<file path="src/rtl/reg_write_arbiter_if.sv">
// Requester-side write bus for reg_write_arbiter: packed valid/idx/data from
// NUM_REQ producers and the per-requester grant returned by the arbiter.
interface reg_write_arbiter_if #(
    parameter int NUM_REQ = 3,
    parameter int DATA_W  = 16,
    parameter int IDX_W   = 3
) ();
    logic [NUM_REQ-1:0]        req_valid;
    logic [NUM_REQ-1:0]        req_ready;
    logic [NUM_REQ*IDX_W-1:0]  req_idx;
    logic [NUM_REQ*DATA_W-1:0] req_data;

    // Producers drive requests and observe grants.
    modport master (
        output req_valid,
        output req_idx,
        output req_data,
        input  req_ready
    );

    // The arbiter observes requests and drives grants.
    modport slave (
        input  req_valid,
        input  req_idx,
        input  req_data,
        output req_ready
    );
endinterface

</file>
<file path="src/rtl/reg_write_arbiter.sv">
// reg_write_arbiter: round-robin arbitration of NUM_REQ producers onto the
// single register_bank write port, with a registered one-hot write strobe,
// a stall input and a saturating contention counter for performance debug.
module reg_write_arbiter #(
    parameter int NUM_REQ  = 3,
    parameter int DATA_W   = 16,
    parameter int NUM_REGS = 8,
    parameter int IDX_W    = 3,
    parameter int CNT_W    = 8
) (
    input  logic                clk,
    input  logic                reset_n,
    input  logic                hold,
    reg_write_arbiter_if.slave  req,
    output logic [NUM_REGS-1:0] en,
    output logic [DATA_W-1:0]   to_dest_reg,
    output logic [2:0]          last_grant,
    output logic [CNT_W-1:0]    contention_cnt
);
    // Round-robin pointer: the requester searched first this cycle.
    logic [2:0]          ptr;
    // Valid vector zero-extended to 8 so a 3-bit candidate index is always legal.
    logic [7:0]          valid_pad;
    logic                grant_found;
    logic [2:0]          grant_idx;
    logic [2:0]          cand;
    logic [IDX_W-1:0]    sel_idx;
    logic [DATA_W-1:0]   sel_data;
    logic [NUM_REGS-1:0] en_next;
    logic                contended;

    assign valid_pad = 8'(req.req_valid);

    // Cyclic search from ptr for the first valid requester; nothing is granted
    // while stalled or held in reset.
    always_comb begin
        grant_found = 1'b0;
        grant_idx   = '0;
        cand        = '0;
        for (int unsigned k = 0; k < NUM_REQ; k++) begin
            cand = 3'((32'(ptr) + k) % NUM_REQ);
            if (!grant_found && valid_pad[cand]) begin
                grant_found = 1'b1;
                grant_idx   = cand;
            end
        end
        if (!reset_n || hold) begin
            grant_found = 1'b0;
            grant_idx   = '0;
        end
    end

    assign req.req_ready = grant_found ? (NUM_REQ'(1) << grant_idx) : '0;

    // Select the granted requester's index and data, and decode the index;
    // indices beyond the bank size decode to no strobe at all.
    always_comb begin
        sel_idx  = req.req_idx[int'(grant_idx)*IDX_W +: IDX_W];
        sel_data = req.req_data[int'(grant_idx)*DATA_W +: DATA_W];
        en_next  = '0;
        if (32'(sel_idx) < NUM_REGS) begin
            en_next = NUM_REGS'(1) << sel_idx;
        end
    end

    assign contended = !hold && ($countones(req.req_valid) >= 2);

    // Registered write port, pointer advance and contention counting; an
    // asynchronous reset also cancels any in-flight write strobe.
    always_ff @(posedge clk or negedge reset_n) begin
        if (!reset_n) begin
            ptr            <= '0;
            en             <= '0;
            to_dest_reg    <= '0;
            last_grant     <= '0;
            contention_cnt <= '0;
        end else begin
            if (grant_found) begin
                ptr         <= 3'((32'(grant_idx) + 1) % NUM_REQ);
                en          <= en_next;
                to_dest_reg <= sel_data;
                last_grant  <= grant_idx;
            end else begin
                en <= '0;
            end
            if (contended && (contention_cnt != '1)) begin
                contention_cnt <= contention_cnt + 1'b1;
            end
        end
    end
endmodule

</file>
<file path="src/flat_wrapper.sv">
// flat-port wrapper written by rule: the top's interface ports become plain ports
module reg_write_arbiter_flat 
#(
    parameter int NUM_REQ  = 3,
    parameter int DATA_W   = 16,
    parameter int NUM_REGS = 8,
    parameter int IDX_W    = 3,
    parameter int CNT_W    = 8
)
  (clk, reset_n, hold, en, to_dest_reg, last_grant, contention_cnt, req_req_valid, req_req_idx, req_req_data, req_req_ready);
  reg_write_arbiter_if #(.NUM_REQ(NUM_REQ), .DATA_W(DATA_W), .IDX_W(IDX_W)) req_i ();
  input  logic clk;
  input  logic reset_n;
  input  logic hold;
  output logic [NUM_REGS-1:0] en;
  output logic [DATA_W-1:0] to_dest_reg;
  output logic [2:0] last_grant;
  output logic [CNT_W-1:0] contention_cnt;
  input wire logic [$bits(req_i.req_valid)-1:0] req_req_valid;
  input wire logic [$bits(req_i.req_idx)-1:0] req_req_idx;
  input wire logic [$bits(req_i.req_data)-1:0] req_req_data;
  output wire logic [$bits(req_i.req_ready)-1:0] req_req_ready;
  assign req_i.req_valid = req_req_valid;
  assign req_i.req_idx = req_req_idx;
  assign req_i.req_data = req_req_data;
  assign req_req_ready = req_i.req_ready;
  reg_write_arbiter #(.NUM_REQ(NUM_REQ), .DATA_W(DATA_W), .NUM_REGS(NUM_REGS), .IDX_W(IDX_W), .CNT_W(CNT_W)) u_core (.clk(clk), .reset_n(reset_n), .hold(hold), .req(req_i), .en(en), .to_dest_reg(to_dest_reg), .last_grant(last_grant), .contention_cnt(contention_cnt));
endmodule
</file>
<file path="config.mk">
export PLATFORM = sky130hd
export DESIGN_NAME = reg_write_arbiter_flat
export DESIGN_NICKNAME = d
export VERILOG_FILES = /design/src/rtl/reg_write_arbiter_if.sv /design/src/rtl/reg_write_arbiter.sv /design/src/flat_wrapper.sv
export SDC_FILE = /design/constraint.sdc
export NUM_CORES = 1
export LEC_CHECK = 0
export CAP_MARGIN = 20
export CORE_MARGIN = 2
export CORE_UTILIZATION = 51
export DETAILED_ROUTE_END_ITERATION = 6
export PLACE_DENSITY = 0.95
export SLEW_MARGIN = 15
export SYNTH_ARGS = -nofsm -noshare
export SYNTH_HDL_FRONTEND = slang
export SYNTH_SLANG_ARGS = --single-unit
</file>
<file path="constraint.sdc">
create_clock -name clk -period 11.75 [get_ports clk]
set_clock_uncertainty 0.15 [all_clocks]
set_input_delay 3.525 -clock clk [delete_from_list [all_inputs] [get_ports clk]]
set_output_delay 3.525 -clock clk [all_outputs]
set_load 0.05 [all_outputs]
</file>
==> run_results.csv <==
group,metric,value,unit
outcome,run_status,"finished clean",
synthesis,synth_enable_flop_cells,0,
critical_path,critical_path_launch_point,"req_req_valid[0]",
synthesis,yosys_warnings,0,
placed_design,gpl.final_weighted_congestion,0.879,
placed_design,dp_cells,514,
floorplan,floorplan.die.width,82.8,um
timing,count_of_final_setup_violators,0,
synthesis,ys_async_sr_fraction,100,%
critical_path,r2r-start,"u_core.ptr[0]",
synthesis,synth_ff_type,"dfrtp_1",
min_path,min_path_type,"reg -> reg",
synthesis,gate_count_post_synth,350,
synthesis,yosysUniqueCellTypes,67,
synthesis,yosys-top-cells-area,"dfrtp_1, ha_1, a22o_1",
finish,fin_cells,522,
finish,largest_register_ff_count,16,
clock_network,clock_tree.buffer_depth,2,
timing,setup_total_negative_slack,0,ns
drt,avgRoutedWirePerCell,18.2,um
timing,final_hold_viol_count,0,
grt,grt_max_degree,41,
grt,antenna_found_initial,0,
finish,finalNetCount,535,
timing,layout_setup_ws,0.838,ns
synthesis,sequential_share_of_the_synthesized_area,30.0,%
clock_network,clk_root_buffer_cell,"clkbuf_8",
placed_design,place.detailed.hpwl,7.03,mm
drt,drtAntennaViolNets,0,
drt,drcViolationCount,0,
clock_network,numCtsBuffers,5,
drt,drt-initial-drc-count,219,
floorplan,placeableCoreArea,0.00596,mm^2
grt,overflow,0,
clock_network,tritoncts,"built",
timing,fmax,91.6,MHz
placed_design,place.port_buffers,100,
floorplan,pin_count,101,
floorplan,design.die.area,0.00685,mm^2
finish,area.growth.synth_to_final,37.2,%
min_path,worst_hold_startpoint,"u_core.last_grant[2]",
timing,worst_pin_slew,1.02,ns
timing,setup_repair_after_global_routing_missed_its_margin,"false",
synthesis,yosysTopAreaCellShare,30.0,%
placed_design,dpl-instance-area,0.00423,mm^2
floorplan,die_height,82.8,um
finish,post_route_cells_drive_above_1_share,7.85,%
placed_design,dpl_worst_slack,0.918,ns
timing,period_needed,10.91,ns
drt,route.vias.total,3202,
critical_path,worst_setup_end_kind,"output pin",
synthesis,synth.cell_area,0.00317,mm^2
floorplan,std_cell_rows,28,
clock_network,cts_resized,0,
synthesis,synth_seq_cells,38,
job,max_cap_viol_count,0,
clock_network,clock_tree_sinks,38,
drt,route.detailed.vias_per_inst,6.13,
synthesis,synth_largest_area_cell,"dfrtp_1",
synthesis,syn_area_per_cell,9.04,um^2
grt,first_global_vias,3047,
critical_path,cp.arrival,7.24,ns
timing,worst_slew_margin_rel,32.3,%
timing,period_share,92.9,%
critical_path,critPathRequiredTime,8.08,ns
drt,drt-total-wl,9.52,mm
floorplan,floorplan.initialDensity,53.2,%
drt,detail_route.first_pass.iterations,5,
synthesis,synth_commonest_cells,"dfrtp_1, inv_1, ha_1",
clock_network,worstSkewPairLatency,0.29,ns
clock_network,hold_buffer_count_at_cts,0,
finish,cell_area_after_layout,0.00434,mm^2
clock_network,cts_max_level,2,
grt,grt_pass1_wl,14.5,mm
clock_network,postCtsSetupRepairBufs,0,
critical_path,startpoint_type,"primary input",
critical_path,timing_worst_setup_path_type,"in -> out",
timing,pins_over_slew_limit,0,
grt,globalRouteTotalUtil,27.6,%
critical_path,worst-path-max-fanout,36,
synthesis,synth_most_common_cell,"dfrtp_1",
clock_network,path_clk_slew,0.07,ns
## per-stage QoR
stage	util, %	hold slack, ns
finish	72.9	0.345
global route	72.9	0.371
CTS	72.9	0.347
detailed placement	71.0	0.326
global placement	71.0	0.327
floorplan	-	0.553
## area by class of cell
class                   count  area [um^2]
multi-input cells         264         2030
fillers                   422         1610
repair buffers            104         1030
flip-flops and latches     38          951
inverters                  33          126
well taps                  75         93.8
clock buffers               6         82.6
clock inverters             1         30.0
diodes                      1         2.50
## cell usage in the layout, fill, tap and decap left out, drive strengths merged, types with 15 or more instances in the layout
master / n
a22o: 17
clkdlybuf4s50: 99
dfrtp: 38
ha: 26
inv: 32
nand2: 19
nor2: 15
o211ai: 17
o21a: 17
o21ai: 24
## kinds of logic after synthesis
logic type | after synthesis | synth area share [%]
other cells | 1 | 0.118
xor+xnor | 18 | 5.22
fa+ha+maj | 26 | 10.3
mux | 4 | 1.34
compound gates | 128 | 32.3
buf+inv | 49 | 6.21
flops | 38 | 30.0
simple gates | 86 | 14.5
## layer usage
metal  wire (um)  share of wire (%)  vias up  GRT usage [%]
li1            -                  -     1485              -
met1        3820                 40     1528           34.7
met2        4790                 50      159           46.6
met3         578                6.1       30           4.87
met4         329                3.5        0           11.3
met5           0                  0        -              0
## critical path, cell delays in order
cell and delay, ns:
clkdlybuf4s50_1 0.60, nand2_1 0.08, a211o_1 0.32, o311a_1 0.15
o32ai_2 0.31, a31oi_4 0.10, a221oi_4 0.45, nor2_4 0.14
inv_4 0.31, ha_1 0.28, and2_1 0.15, clkdlybuf4s50_1 0.79
## worst paths after layout
check	endpoint	cells past startpoint	slack, ns
setup / recovery	req_req_ready[1]	12	0.84
hold / removal	u_core.last_grant[2]	1	0.34
setup reg to reg	u_core.ptr[1]	27	4.53
hold reg to reg	u_core.last_grant[2]	1	0.34
max in group asynchronous	u_core.ptr[2]	2	7.96
min in group asynchronous	u_core.contention_cnt[5]	2	3.13
Power is not shown: default switching activity piles up to over one toggle a cycle in this logic, so the estimate is an artifact.
